==> src/rtl/mem_arbiter.sv <==
// Single-port memory arbiter between instruction fetch (IF) and the MEM stage (D).
// One access at a time: IDLE -> ACCESS (strobes held MEM_LATENCY cycles) -> RESP (valid pulse).
module mem_arbiter #(
  parameter int ADDR_W      = 32,
  parameter int DATA_W      = 32,
  parameter int MEM_LATENCY = 1,
  parameter int MAX_STREAK  = 4
) (
  input  logic              clk,
  input  logic              rst,
  input  logic              if_req,
  input  logic [ADDR_W-1:0] if_addr,
  output logic              if_ready,
  output logic              if_valid,
  output logic [DATA_W-1:0] if_rdata,
  input  logic              d_req,
  input  logic              d_we,
  input  logic [ADDR_W-1:0] d_addr,
  input  logic [DATA_W-1:0] d_wdata,
  output logic              d_ready,
  output logic              d_valid,
  output logic [DATA_W-1:0] d_rdata,
  output logic [ADDR_W-1:0] mem_addr,
  output logic [DATA_W-1:0] mem_wdata,
  output logic              mem_readFlag,
  output logic              mem_writeFlag,
  input  logic [DATA_W-1:0] mem_rdata_in,
  output logic              busy
);

  localparam int CW = (MEM_LATENCY > 1) ? $clog2(MEM_LATENCY) : 1;
  localparam int SW = $clog2(MAX_STREAK + 1);

  typedef enum logic [1:0] {IDLE, ACCESS, RESP} state_e;

  state_e            state_q, state_d;
  logic [CW-1:0]     cnt_q, cnt_d;
  logic [SW-1:0]     streak_q, streak_d;
  logic              owner_d_q, owner_d_d;
  logic              we_q, we_d;
  logic [ADDR_W-1:0] addr_q, addr_d;
  logic [DATA_W-1:0] wdata_q, wdata_d;
  logic [DATA_W-1:0] if_rdata_q, if_rdata_d;
  logic [DATA_W-1:0] d_rdata_q, d_rdata_d;
  logic              if_ready_q, if_ready_d;
  logic              d_ready_q, d_ready_d;
  logic              if_valid_q, if_valid_d;
  logic              d_valid_q, d_valid_d;
  logic              rd_q, rd_d;
  logic              wr_q, wr_d;
  logic              grant_d;

  // Data wins unless it has already taken MAX_STREAK contended grants in a row.
  assign grant_d = d_req & (~if_req | (streak_q < SW'(MAX_STREAK)));

  always_comb begin
    state_d    = state_q;
    cnt_d      = cnt_q;
    streak_d   = streak_q;
    owner_d_d  = owner_d_q;
    we_d       = we_q;
    addr_d     = addr_q;
    wdata_d    = wdata_q;
    if_rdata_d = if_rdata_q;
    d_rdata_d  = d_rdata_q;
    if_ready_d = 1'b0;
    d_ready_d  = 1'b0;
    if_valid_d = 1'b0;
    d_valid_d  = 1'b0;
    rd_d       = rd_q;
    wr_d       = wr_q;
    unique case (state_q)
      IDLE: begin
        if (if_req | d_req) begin
          owner_d_d  = grant_d;
          we_d       = grant_d & d_we;
          addr_d     = grant_d ? d_addr : if_addr;
          wdata_d    = grant_d ? d_wdata : '0;
          d_ready_d  = grant_d;
          if_ready_d = ~grant_d;
          rd_d       = ~(grant_d & d_we);
          wr_d       = grant_d & d_we;
          cnt_d      = CW'(MEM_LATENCY - 1);
          state_d    = ACCESS;
          if (!grant_d) begin
            streak_d = '0;
          end else if (if_req && streak_q != SW'(MAX_STREAK)) begin
            streak_d = streak_q + SW'(1);
          end
        end
      end
      ACCESS: begin
        if (cnt_q == '0) begin
          if (owner_d_q) begin
            d_rdata_d = we_q ? '0 : mem_rdata_in;
            d_valid_d = 1'b1;
          end else begin
            if_rdata_d = mem_rdata_in;
            if_valid_d = 1'b1;
          end
          rd_d    = 1'b0;
          wr_d    = 1'b0;
          state_d = RESP;
        end else begin
          cnt_d = cnt_q - CW'(1);
        end
      end
      RESP: begin
        state_d = IDLE;
      end
      default: begin
        state_d = IDLE;
      end
    endcase
  end

  always_ff @(posedge clk) begin
    if (rst) begin
      state_q    <= IDLE;
      cnt_q      <= '0;
      streak_q   <= '0;
      owner_d_q  <= 1'b0;
      we_q       <= 1'b0;
      addr_q     <= '0;
      wdata_q    <= '0;
      if_rdata_q <= '0;
      d_rdata_q  <= '0;
      if_ready_q <= 1'b0;
      d_ready_q  <= 1'b0;
      if_valid_q <= 1'b0;
      d_valid_q  <= 1'b0;
      rd_q       <= 1'b0;
      wr_q       <= 1'b0;
    end else begin
      state_q    <= state_d;
      cnt_q      <= cnt_d;
      streak_q   <= streak_d;
      owner_d_q  <= owner_d_d;
      we_q       <= we_d;
      addr_q     <= addr_d;
      wdata_q    <= wdata_d;
      if_rdata_q <= if_rdata_d;
      d_rdata_q  <= d_rdata_d;
      if_ready_q <= if_ready_d;
      d_ready_q  <= d_ready_d;
      if_valid_q <= if_valid_d;
      d_valid_q  <= d_valid_d;
      rd_q       <= rd_d;
      wr_q       <= wr_d;
    end
  end

  assign if_ready      = if_ready_q;
  assign if_valid      = if_valid_q;
  assign if_rdata      = if_rdata_q;
  assign d_ready       = d_ready_q;
  assign d_valid       = d_valid_q;
  assign d_rdata       = d_rdata_q;
  assign mem_addr      = addr_q;
  assign mem_wdata     = wdata_q;
  assign mem_readFlag  = rd_q;
  assign mem_writeFlag = wr_q;
  assign busy          = (state_q != IDLE);

endmodule

==> config.mk <==
export PLATFORM = sky130hd
export DESIGN_NAME = mem_arbiter
export DESIGN_NICKNAME = d
export VERILOG_FILES = /design/src/rtl/mem_arbiter.sv
export SDC_FILE = /design/constraint.sdc
export NUM_CORES = 1
export LEC_CHECK = 0
export CORE_MARGIN = 10
export CORE_UTILIZATION = 44
export CTS_BUF_LIST = sky130_fd_sc_hd__clkbuf_8
export DETAILED_ROUTE_END_ITERATION = 8
export PLACE_DENSITY_LB_ADDON = 0.3
export REMOVE_ABC_BUFFERS = 1
export SETUP_SLACK_MARGIN = 0.5
export SKIP_LAST_GASP = 1
export SYNTH_ARGS = -nofsm -noshare
export SYNTH_HDL_FRONTEND = slang
export SYNTH_SLANG_ARGS = --single-unit
==> constraint.sdc <==
create_clock -name clk -period 2.1 [get_ports clk]
set_input_delay 0.315 -clock clk [delete_from_list [all_inputs] [get_ports clk]]
set_output_delay 0.315 -clock clk [all_outputs]
set_load 0.01 [all_outputs]
**Yosys cells after proc, flatten, opt, wreduce, memory -nomap -nowiden**

Cells that the tools add are included.

- Add/sub/neg operators: 2
- Order comparisons: 1
- Equal/unequal tests: 5
- Multiplexer cells: 18
- Bitwise logic cells: 12
- Reductions and logical operators: 13

Operators by type and width:

| operator | number |
|---|---|
| $mux W32 | 3 |
| $reduce_and A3 Y1 | 4 |
| $not A1 Y1 | 8 |
| $mux W1 | 7 |
| $mux W3 | 2 |
| $pmux W1 S2 | 3 |
| $reduce_and A2 Y1 | 3 |
| $reduce_or A3 Y1 | 2 |
| $mux W2 | 2 |
| $ne A2 B2 Y1 const B | 2 |
| $pmux W2 S2 | 1 |
| $reduce_bool A2 Y1 | 2 |
| $add A3 B1 Y3 const B | 1 |
| $lt A3 B3 Y1 const B | 1 |
| $ne A3 B3 Y1 const B | 1 |
| $and A1 B1 Y1 | 2 |
| $eq A2 B1 Y1 const B | 1 |
| $logic_not A2 Y1 | 1 |
| $ne A2 B1 Y1 const B | 1 |
| $or A1 B1 Y1 | 2 |
| $logic_and A1 B1 Y1 | 1 |
| $sub A1 B1 Y1 const B | 1 |

- Flip-flop bits (word level): 142
- Output and inout bits: 135

**Logic depth before layout (Yosys ltp)**

Gate-level depths: netlist (run 1).

- Depth in word-level cells: 7
- Gate-level depth with buffers: 5

**Worst setup path before layout (run 1)**

OpenSTA, ideal clock, no wires.

- Path type: reg-to-reg
- Start point: register state_q[0]
- End point: register if_rdata_q[28] (netlist: if_rdata[28])
- Library setup time: 128 ps
- Data arrival time: 1180 ps
- Data required time: 1972 ps
- Path slack: 792 ps
- Cell stages (with the launch flop): 6
- Path through: dfxtp_1 -> nor3b_1 -> buf_2 -> buf_4 -> mux2i_1 -> nor2_1

- Word-level cells in the longest chain between the ends: 2

RTL lines:

| what | RTL line | text |
|---|---|---|
| from (decl) | 36 | `state_e state_q, state_d;` |
| from (signal assigned) | 135 | `state_q <= state_d;` |
| $eq A2 B1 Y1 | 72 | `unique case (state_q)` |
| $reduce_and A3 Y1 (no line) | n/a |  |
| to (signal assigned) | 142 | `if_rdata_q <= if_rdata_d;` |
| to (decl) | 43 | `logic [DATA_W-1:0] if_rdata_q, if_rdata_d;` |

Every way passes these cells.
A chain may end at the register's enable or synchronous reset.

**Worst setup path after layout (run 1)**

- Start point: register state_q[1]
- End point: output busy

- Word-level cells in the longest chain between the ends: 1

RTL lines:

| what | RTL line | text |
|---|---|---|
| $reduce_bool A2 Y1 | 163 | `assign busy = (state_q != IDLE);` |
| to (decl) | 28 | `output logic busy` |

Every way passes these cells.

==> reports/metrics.yaml, run 1 <==
outcome: "complete, no violations"
wl_per_cell_um: 20.2
setup_viol: 0
clkSlewWorstSetupHoldPaths_ns: 0.07
arrival_ns: 1.22
layout-drive-gt1-share_pct: 7.10
slowest_stage: "dfxtp_4"
grt_usage_pct: 21.9
avgSynthCellArea_um2: 9.51
synth_common_cells: "141 x dfxtp_1, 100 x nand2_1, 69 x a21oi_1"
crit_chain: "nor2_2 > inv_2 > clkbuf_2"
required_ns: 1.78
dp_hpwl_um: 14400
cts_setup_buffers: 0
skew_ns: 0.00833
fp.dieW_um: 129
seq_area_frac_synth_pct: 53.6
hold_slack_ns: 0.270
cts-root-buf: "clkbuf_8"
synth_area_leaders: "dfxtp_1 54%, nand2_1 7.1%, a21oi_1 6.6%, mux2i_1 6.1%, a22o_1 5.3%"
cts_tree: "yes"
critical-path-top-delay-family: "flip-flops"
yosys.area.top_type_share_pct: 53.6
syn-instance-count: 554
hold_class: "input pin to flip-flop"
finalCriticalPeriod_ns: 1.53
synth_edf_count: 0
rows: 39
drtAntennaViolNets: 0
design_area_um2: 8390
wirelength_um: 19400
worst-path-buf-inv: 2
slowest_delay_ns: 0.37
cp-end-kind: "output port"
syn_area_um2: 5270
multi_input_area_um2: 2190
start_util_pct: 45.6
post-route-period-util_pct: 72.9
dp_slack_ns: 0.146
seqCellArea_um2: 2830
synthToLayoutAreaGrowth_pct: 59.2
grt.busiest_layer: "met2"
clock_sinks: 141
die-area_um2: 16800
max-vdd-ir-drop_v: 0.000613
grt_pass1_wl_um: 29200
drc: 0
holdBufCountCts: 0
globalRouteMet3Util_pct: 11.2
antenna_found_initial: 0
yosys_most_used_dff: "dfxtp_1"
fmax_mhz: 653
fillers: 873
grt.overflow.total: 0
h-tree-depth: 4
startpoint_type: "flip-flop"
vias: 5196
drv_slew: 0
diodes: 0
fp.dieH_um: 129
synth_most_common_cell: "dfxtp_1"
firstDrtPassIters: 4
max_slew_margin_pct: 71.3
cp_max_fo: 7
use_met1_pct: 23.2
synth_cell_types: 33
reg2reg_slack_ns: 0.62
rsz0062_at_grt: "no"
ios: 268
insertion_delay_ns: 0.45
criticalPathCategory: "flip-flop to output port"
ys_ff_latch: 141
via_per_inst: 5.41
cts-buffers-inserted: 17
clockBufferDepth: 2
placed_area_um2: 8060
synth_warnings: 0
yosys.area.top_type: "dfxtp_1"
power_leakage_nw: 3.71
setup_tns_ns: 0
gp_congestion: 0.823
drt-initial-drc-count: 306
grt_max_degree: 67
maxCapViolCount: 0
finalHoldViolations: 0
async_reset_ff_share_pct: 0
final.setup.worst_slack_ns: 0.569
grt_pass1_vias: 5318
gr-usage-met2_pct: 37.7
numPortBuffers: 267
p_per_area_nw_per_um2: 804
worst_slew_pin_slew_ns: 0.430
core_um2: 11600
fin_nets: 940
==> worst reg2reg max path: cells and delay by family, from the launching register on <==
family,cells,cell delay [ns]
buf+inv,2,0.33
compound gates,1,0.12
flops,1,0.37
simple gates,2,0.53
==> registers in the layout (all words and copies together), names as in the netlist <==
name / count
d_valid: 1
mem_writeFlag: 1
d_ready: 1
if_rdata: 32
mem_readFlag: 1
state_q: 2
if_ready: 1
owner_d_q: 1
mem_addr: 32
d_rdata: 32
we_q: 1
if_valid: 1
streak_q: 3
mem_wdata: 32
==> per-stage QoR <==
step / cells / total power, mW / util (%)
after floorplan: 504 / 3.47 / -
after global placement: 929 / 4.26 / 69.7
after detailed placement: 929 / 4.30 / 69.7
after CTS: 960 / 6.78 / 72.5
after global routing: 960 / 7.00 / 72.6
final: 960 / 6.75 / 72.6
==> layer usage <==
layer  routed length (um)  up-vias
li1                     -     2456
met1                 7130     2444
met2                 9590      273
met3                 2430       23
met4                  255        0
met5                    0        -
==> area by class of cell <==
cell class              count  share of cell area (%)
flip-flops and latches    141                    33.7
clock inverters            11                    2.54
multi-input cells         359                    26.1
clock buffers              20                    3.28
inverters                   4                   0.179
repair buffers            282                    32.1
well taps                 143                    2.13
==> timing repair <==
item	4_1_cts	5_1_grt
hold endpoints to repair	0	0
endpoints found under the setup margin	135	18
cloned	0	0
gates resized for setup	137	5
==> cells in the final DEF, fill, tap and decap left out, types with 20 or more instances in the layout <==
cell / n
clkdlybuf4s50_1: 131
a21oi_1: 69
clkbuf_8: 20
nand3b_1: 33
a311oi_1: 32
mux2i_1: 32
a22o_1: 32
dlygate4sd2_1: 134
nor2_1: 36
dfxtp_1: 139
nand2_1: 100
==> power breakdown <==
| group | leakage (nW) | switching [mW] | internal [mW] |
|---|---|---|---|
| Clock | 0.237 | 1.00 | 1.62 |
| Combinational | 2.32 | 0.567 | 0.606 |
| Sequential | 1.16 | 0.0992 | 2.85 |
| Total | 3.71 | 1.67 | 5.07 |
==> cells by family (layout without fill, tap and decap cells) <==
logic type / after synthesis / after routing / share of synthesized area (%)
fa+ha+maj: 2 / 2 / 0.475
mux: 32 / 32 / 6.08
simple gates: 183 / 183 / 16.3
compound gates: 142 / 142 / 18.5
flops: 141 / 141 / 53.6
buf+inv: 54 / 317 / 5.06
==> worst paths after layout <==
path                    start            to  depth (start not counted)
setup / recovery   state_q[1]          busy                          3
setup reg to reg   state_q[1]  mem_addr[30]                          5
hold reg to reg   d_rdata[12]   d_rdata[12]                          2
hold / removal            rst   streak_q[0]                          2
Note: power is estimated with default switching activity, not from simulation.
==> run 2, diff against run 1 <==
--- a/config.mk
+++ b/config.mk
@@ -6,7 +6,7 @@
 export NUM_CORES = 1
 export LEC_CHECK = 0
 export CORE_MARGIN = 10
-export CORE_UTILIZATION = 44
+export CORE_UTILIZATION = 41
 export CTS_BUF_LIST = sky130_fd_sc_hd__clkbuf_8
 export DETAILED_ROUTE_END_ITERATION = 8
 export PLACE_DENSITY_LB_ADDON = 0.3
==> constraint.sdc (replaced) <==
create_clock -name clk -period 1.6 [get_ports clk]
set_input_delay 0.24 -clock clk [delete_from_list [all_inputs] [get_ports clk]]
set_output_delay 0.24 -clock clk [all_outputs]
set_load 0.01 [all_outputs]
==> reports/metrics.yaml, run 2 (same netlist as run 1, synthesis figures left out) <==
finalCriticalPeriod_ns: 1.54
fmax_mhz: 651
final_cell_mix: "154 x buf_6, 135 x dfxtp_2, 129 x clkdlybuf4s50_1, 88 x nand2_1, 58 x a21oi_1"
cp-startpoint: "state_q[1]"
final_common_cell: "buf_6"
via_per_inst: 5.50
grt_pass1_vias: 5782
fp.dieW_um: 133
numPortBuffers: 267
rsz0062_at_grt: "yes"
die-area_um2: 17800
cp-end-kind: "flip-flop"
drtAntennaViolNets: 0
dp_hpwl_um: 13800
fin_util_pct: 80.4
final.setup.worst_slack_ns: 0.0650
required_ns: 1.90
wirelength_um: 25200
arrival_ns: 1.84
cts-buffers-inserted: 17
insertion_delay_ns: 0.45
worstReg2RegStart: "state_q[1]"
fin_nets: 1023
layout-drive-gt1-share_pct: 50.2
start_util_pct: 41.8
diodes: 0
skew_ns: 0.0137
firstDrtPassIters: 5
maxCapViolCount: 0
max_slew_margin_pct: 73.2
vias: 5899
core_um2: 12600
finalHoldViolations: 0
hold_class: "input pin to flip-flop"
clockBufferDepth: 2
drv_slew: 0
ios: 268
grt.overflow.total: 0
grt_usage_pct: 22.7
hold_slack_ns: 0.207
grt_pass1_wl_um: 32200
p_per_area_nw_per_um2: 862
setup_tns_ns: 0
grt_max_degree: 63
startpoint_type: "flip-flop"
cp_max_fo: 7
outcome: "complete, no violations"
holdBufCountCts: 0
drc: 0
clkSlewWorstSetupHoldPaths_ns: 0.08
post-route-period-util_pct: 95.9
drt-initial-drc-count: 461
antenna_found_initial: 0
rows: 41
worst_slew_pin_slew_ns: 0.400
gp_congestion: 0.820
cts-root-buf: "clkbuf_8"
criticalPathCategory: "flip-flop to flip-flop"
power_leakage_nw: 4.18
placed_area_um2: 8190
synthToLayoutAreaGrowth_pct: 92.6
design_area_um2: 10200
h-tree-depth: 4
max-vdd-ir-drop_v: 0.000672
clock_sinks: 141
dp_slack_ns: -0.653
hp-start: "rst"
setup_viol: 0
fp.dieH_um: 133
wl_per_cell_um: 23.5
cts_tree: "yes"
[run 2: path summary, 6_finish.rpt]
kind / end / slack [ns] / cells after the start
setup / recovery: mem_addr[0] / 0.06 / 7
hold / removal: if_rdata[12] / 0.21 / 2
setup reg to reg: mem_addr[0] / 0.06 / 7
hold reg to reg: d_rdata[21] / 0.46 / 2
[run 2: timing repair]
| item | 4_1_cts | 5_1_grt |
|---|---|---|
| buffers inserted | 26 | 29 |
| resized for setup | 672 | 253 |
| pin swaps | 18 | 66 |
| setup endpoints to repair | 274 | 275 |
| cloned | 8 | 14 |
[run 2: power by group]
group	leakage, nW	switching (mW)	total, mW	internal [mW]
logic	2.79	1.00	2.37	1.37
registers	1.21	0.187	3.98	3.79
clock network	0.182	1.35	2.40	1.06
total	4.18	2.54	8.75	6.21
[run 2: per-layer routing]
metal  share of wire, %  vias to the layer above  track usage (%)  wire (um)
met5                  0                        -                0          0
met1                 36                     2833             24.8       9050
met2                 50                      382             37.2      12600
met3                 11                       57             10.9       2880
met4                2.7                        0             9.19        670
li1                   -                     2627                -          -
[run 2: area by class of cell]
type / instances / area, um2
inverter: 4 / 17.5
clock inverter: 13 / 62.6
timing repair buffer: 364 / 4160
sequential: 141 / 3000
multi-input combinational: 360 / 2460
fill: 697 / 2470
clock buffer: 18 / 248
tap: 172 / 215
[run 2: critical path: stages (launching register included)]
cell and delay, ns:
dfxtp_2 0.34, nor2_4 0.15, buf_4 0.13, buf_6 0.10
buf_12 0.12, buf_4 0.13, a21oi_1 0.08, a311oi_1 0.35
[run 2: stage by stage]
stage	std cells	total power, mW
2_1_floorplan	504	4.56
3_3_place_gp	964	5.62
3_5_place_dp	964	5.66
4_1_cts	1029	8.26
5_1_grt	1072	9.03
6_report	1072	8.75
==> run 3, diff against run 2 <==
--- a/config.mk
+++ b/config.mk
@@ -6,8 +6,7 @@
 export NUM_CORES = 1
 export LEC_CHECK = 0
 export CORE_MARGIN = 10
-export CORE_UTILIZATION = 41
-export CTS_BUF_LIST = sky130_fd_sc_hd__clkbuf_8
+export CORE_UTILIZATION = 40
 export DETAILED_ROUTE_END_ITERATION = 8
 export PLACE_DENSITY_LB_ADDON = 0.3
 export REMOVE_ABC_BUFFERS = 1
==> reports/metrics.yaml, run 3 (same netlist as run 1, synthesis figures left out) <==
outcome: "complete, no violations"
grt_pass1_vias: 5485
antenna_found_initial: 0
fmax_mhz: 701
crit_chain: "buf_6 > nor3b_4 > buf_4 > buf_12 > mux2i_1 > nor2_1"
fp.dieH_um: 135
p_per_area_nw_per_um2: 1050
layout-drive-gt1-share_pct: 46.2
required_ns: 1.89
skew_ns: 0.00707
insertion_delay_ns: 0.42
worst_slew_pin_slew_ns: 0.431
fillers: 728
r2r_end: "if_rdata[28]"
post-route-period-util_pct: 89.1
finalHoldViolations: 0
firstDrtPassIters: 5
reg2reg_slack_ns: 0.17
grt.overflow.total: 0
fp.dieW_um: 135
clock_sinks: 141
slowest_stage: "dfxtp_2"
holdPathStages: 2
grt_usage_pct: 21.1
via_per_inst: 5.41
setup_tns_ns: 0
synthToLayoutAreaGrowth_pct: 91.7
start_util_pct: 41.3
dp_hpwl_um: 13900
rr_worst_depth: 6
seqCellArea_um2: 3000
max_slew_margin_pct: 71.3
power_leakage_nw: 4.16
die-area_um2: 18200
drtAntennaViolNets: 0
slowest_delay_ns: 0.34
drt-initial-drc-count: 344
cp_max_fo: 9
numPortBuffers: 267
grt_max_degree: 82
cts-root-buf: "clkbuf_16"
final_common_cell: "buf_6"
worstReg2RegStart: "state_q[1]"
power.total_mw: 10.6
hp-start: "rst"
wl_per_cell_um: 22.0
maxCapViolCount: 0
hold_class: "input pin to flip-flop"
holdBufCountCts: 0
gp_congestion: 0.825
cp-end-kind: "flip-flop"
finalCriticalPeriod_ns: 1.43
h-tree-depth: 4
vias: 5689
grt_pass1_wl_um: 30400
drc: 0
rsz0062_at_grt: "yes"
dp.cells: 963
setup_viol: 0
drv_slew: 0
final.setup.worst_slack_ns: 0.174
criticalPathCategory: "flip-flop to flip-flop"
cts-buffers-inserted: 17
dp_slack_ns: -0.160
rows: 41
core_um2: 12800
multi_input_area_um2: 2310
holdPathEnd: "owner_d_q"
wirelength_um: 23200
ios: 268
max-vdd-ir-drop_v: 0.000692
final_cells: 1052
cts_tree: "yes"
final_cell_mix: "142 x buf_6, 133 x dfxtp_2, 129 x clkdlybuf4s50_1, 95 x nand2_1, 65 x a21oi_1"
startpoint_type: "flip-flop"
arrival_ns: 1.71
clkSlewWorstSetupHoldPaths_ns: 0.06
fin_nets: 1001
clockBufferDepth: 2
run 3: changes by cell type in the layout (fill, tap and decap cells not counted), moves of 6 or more:
cell	before	now
a311oi_1	19	25
a21oi_1	58	65
a311oi_2	13	7
clkbuf_8	18	3
buf_6	154	142
clkbuf_16	9	29
clkinv_2	8	2
a21oi_2	11	5
buf_4	44	35
nand2_1	88	95
run 3: through the flow:
stage	hold WS, ns	utilization (%)	area [um2]
2_1_floorplan	0.309	-	5020
3_3_place_gp	0.439	64.1	8190
3_5_place_dp	0.443	64.1	8190
4_1_cts	0.206	72.6	9280
5_1_grt	0.254	79.1	10100
6_report	0.243	79.1	10100
run 3: worst max-delay path, delay by kind of cell (launching register included):
kind / cells / cell delay [ns]
flip-flops: 1 / 0.34
AND/OR/NAND/NOR: 2 / 0.29
buffers and inverters: 3 / 0.43
multiplexers: 1 / 0.22
run 3: worst max path at each step:
stage / slack, ns / depth (start not counted) / from / to
final: 0.17 / 6 / state_q[1] / if_rdata[28]
after global placement: -0.08 / 6 / if_req / mem_addr[1]
after floorplan: -2.76 / 3 / state_q[0] / if_rdata[0]
after CTS: 0.15 / 6 / state_q[1] / if_rdata[21]
after detailed placement: -0.16 / 6 / if_req / mem_addr[7]
after global routing: 0.09 / 6 / state_q[1] / if_rdata[28]
run 3: report_power, final:
| part | switching, mW | internal [mW] | total [mW] |
|---|---|---|---|
| sequential | 0.189 | 3.79 | 3.98 |
| combinational | 0.924 | 1.33 | 2.26 |
| clock | 1.49 | 2.89 | 4.38 |
run 3: layer usage:
layer | global-route usage (%) | vias to the layer above | share of wire [%] | wire length [um]
met5 | 0 | - | 0 | 0
met4 | 8.16 | 0 | 2.6 | 608
met3 | 11.4 | 56 | 12 | 2880
met2 | 34.5 | 327 | 50 | 11600
met1 | 22.2 | 2714 | 35 | 8030
li1 | - | 2592 | - | -
run 3: final cells by class:
| class | instances | share of cell area, % |
|---|---|---|
| repair buffers | 343 | 38.6 |
| flip-flops and latches | 141 | 29.7 |
| multi-input cells | 359 | 22.9 |
| clock buffers | 22 | 4.69 |
| well taps | 172 | 2.13 |
| clock inverters | 10 | 1.83 |
| inverters | 4 | 0.173 |
| diodes | 1 | 0.0248 |
run 3: what timing repair did:
action,4_1_cts,5_1_grt
endpoints found under the hold margin,0,0
pin swaps,2,37
endpoints found under the setup margin,272,274
setup buffers,13,25
gates cloned,1,17
resized for setup,814,54
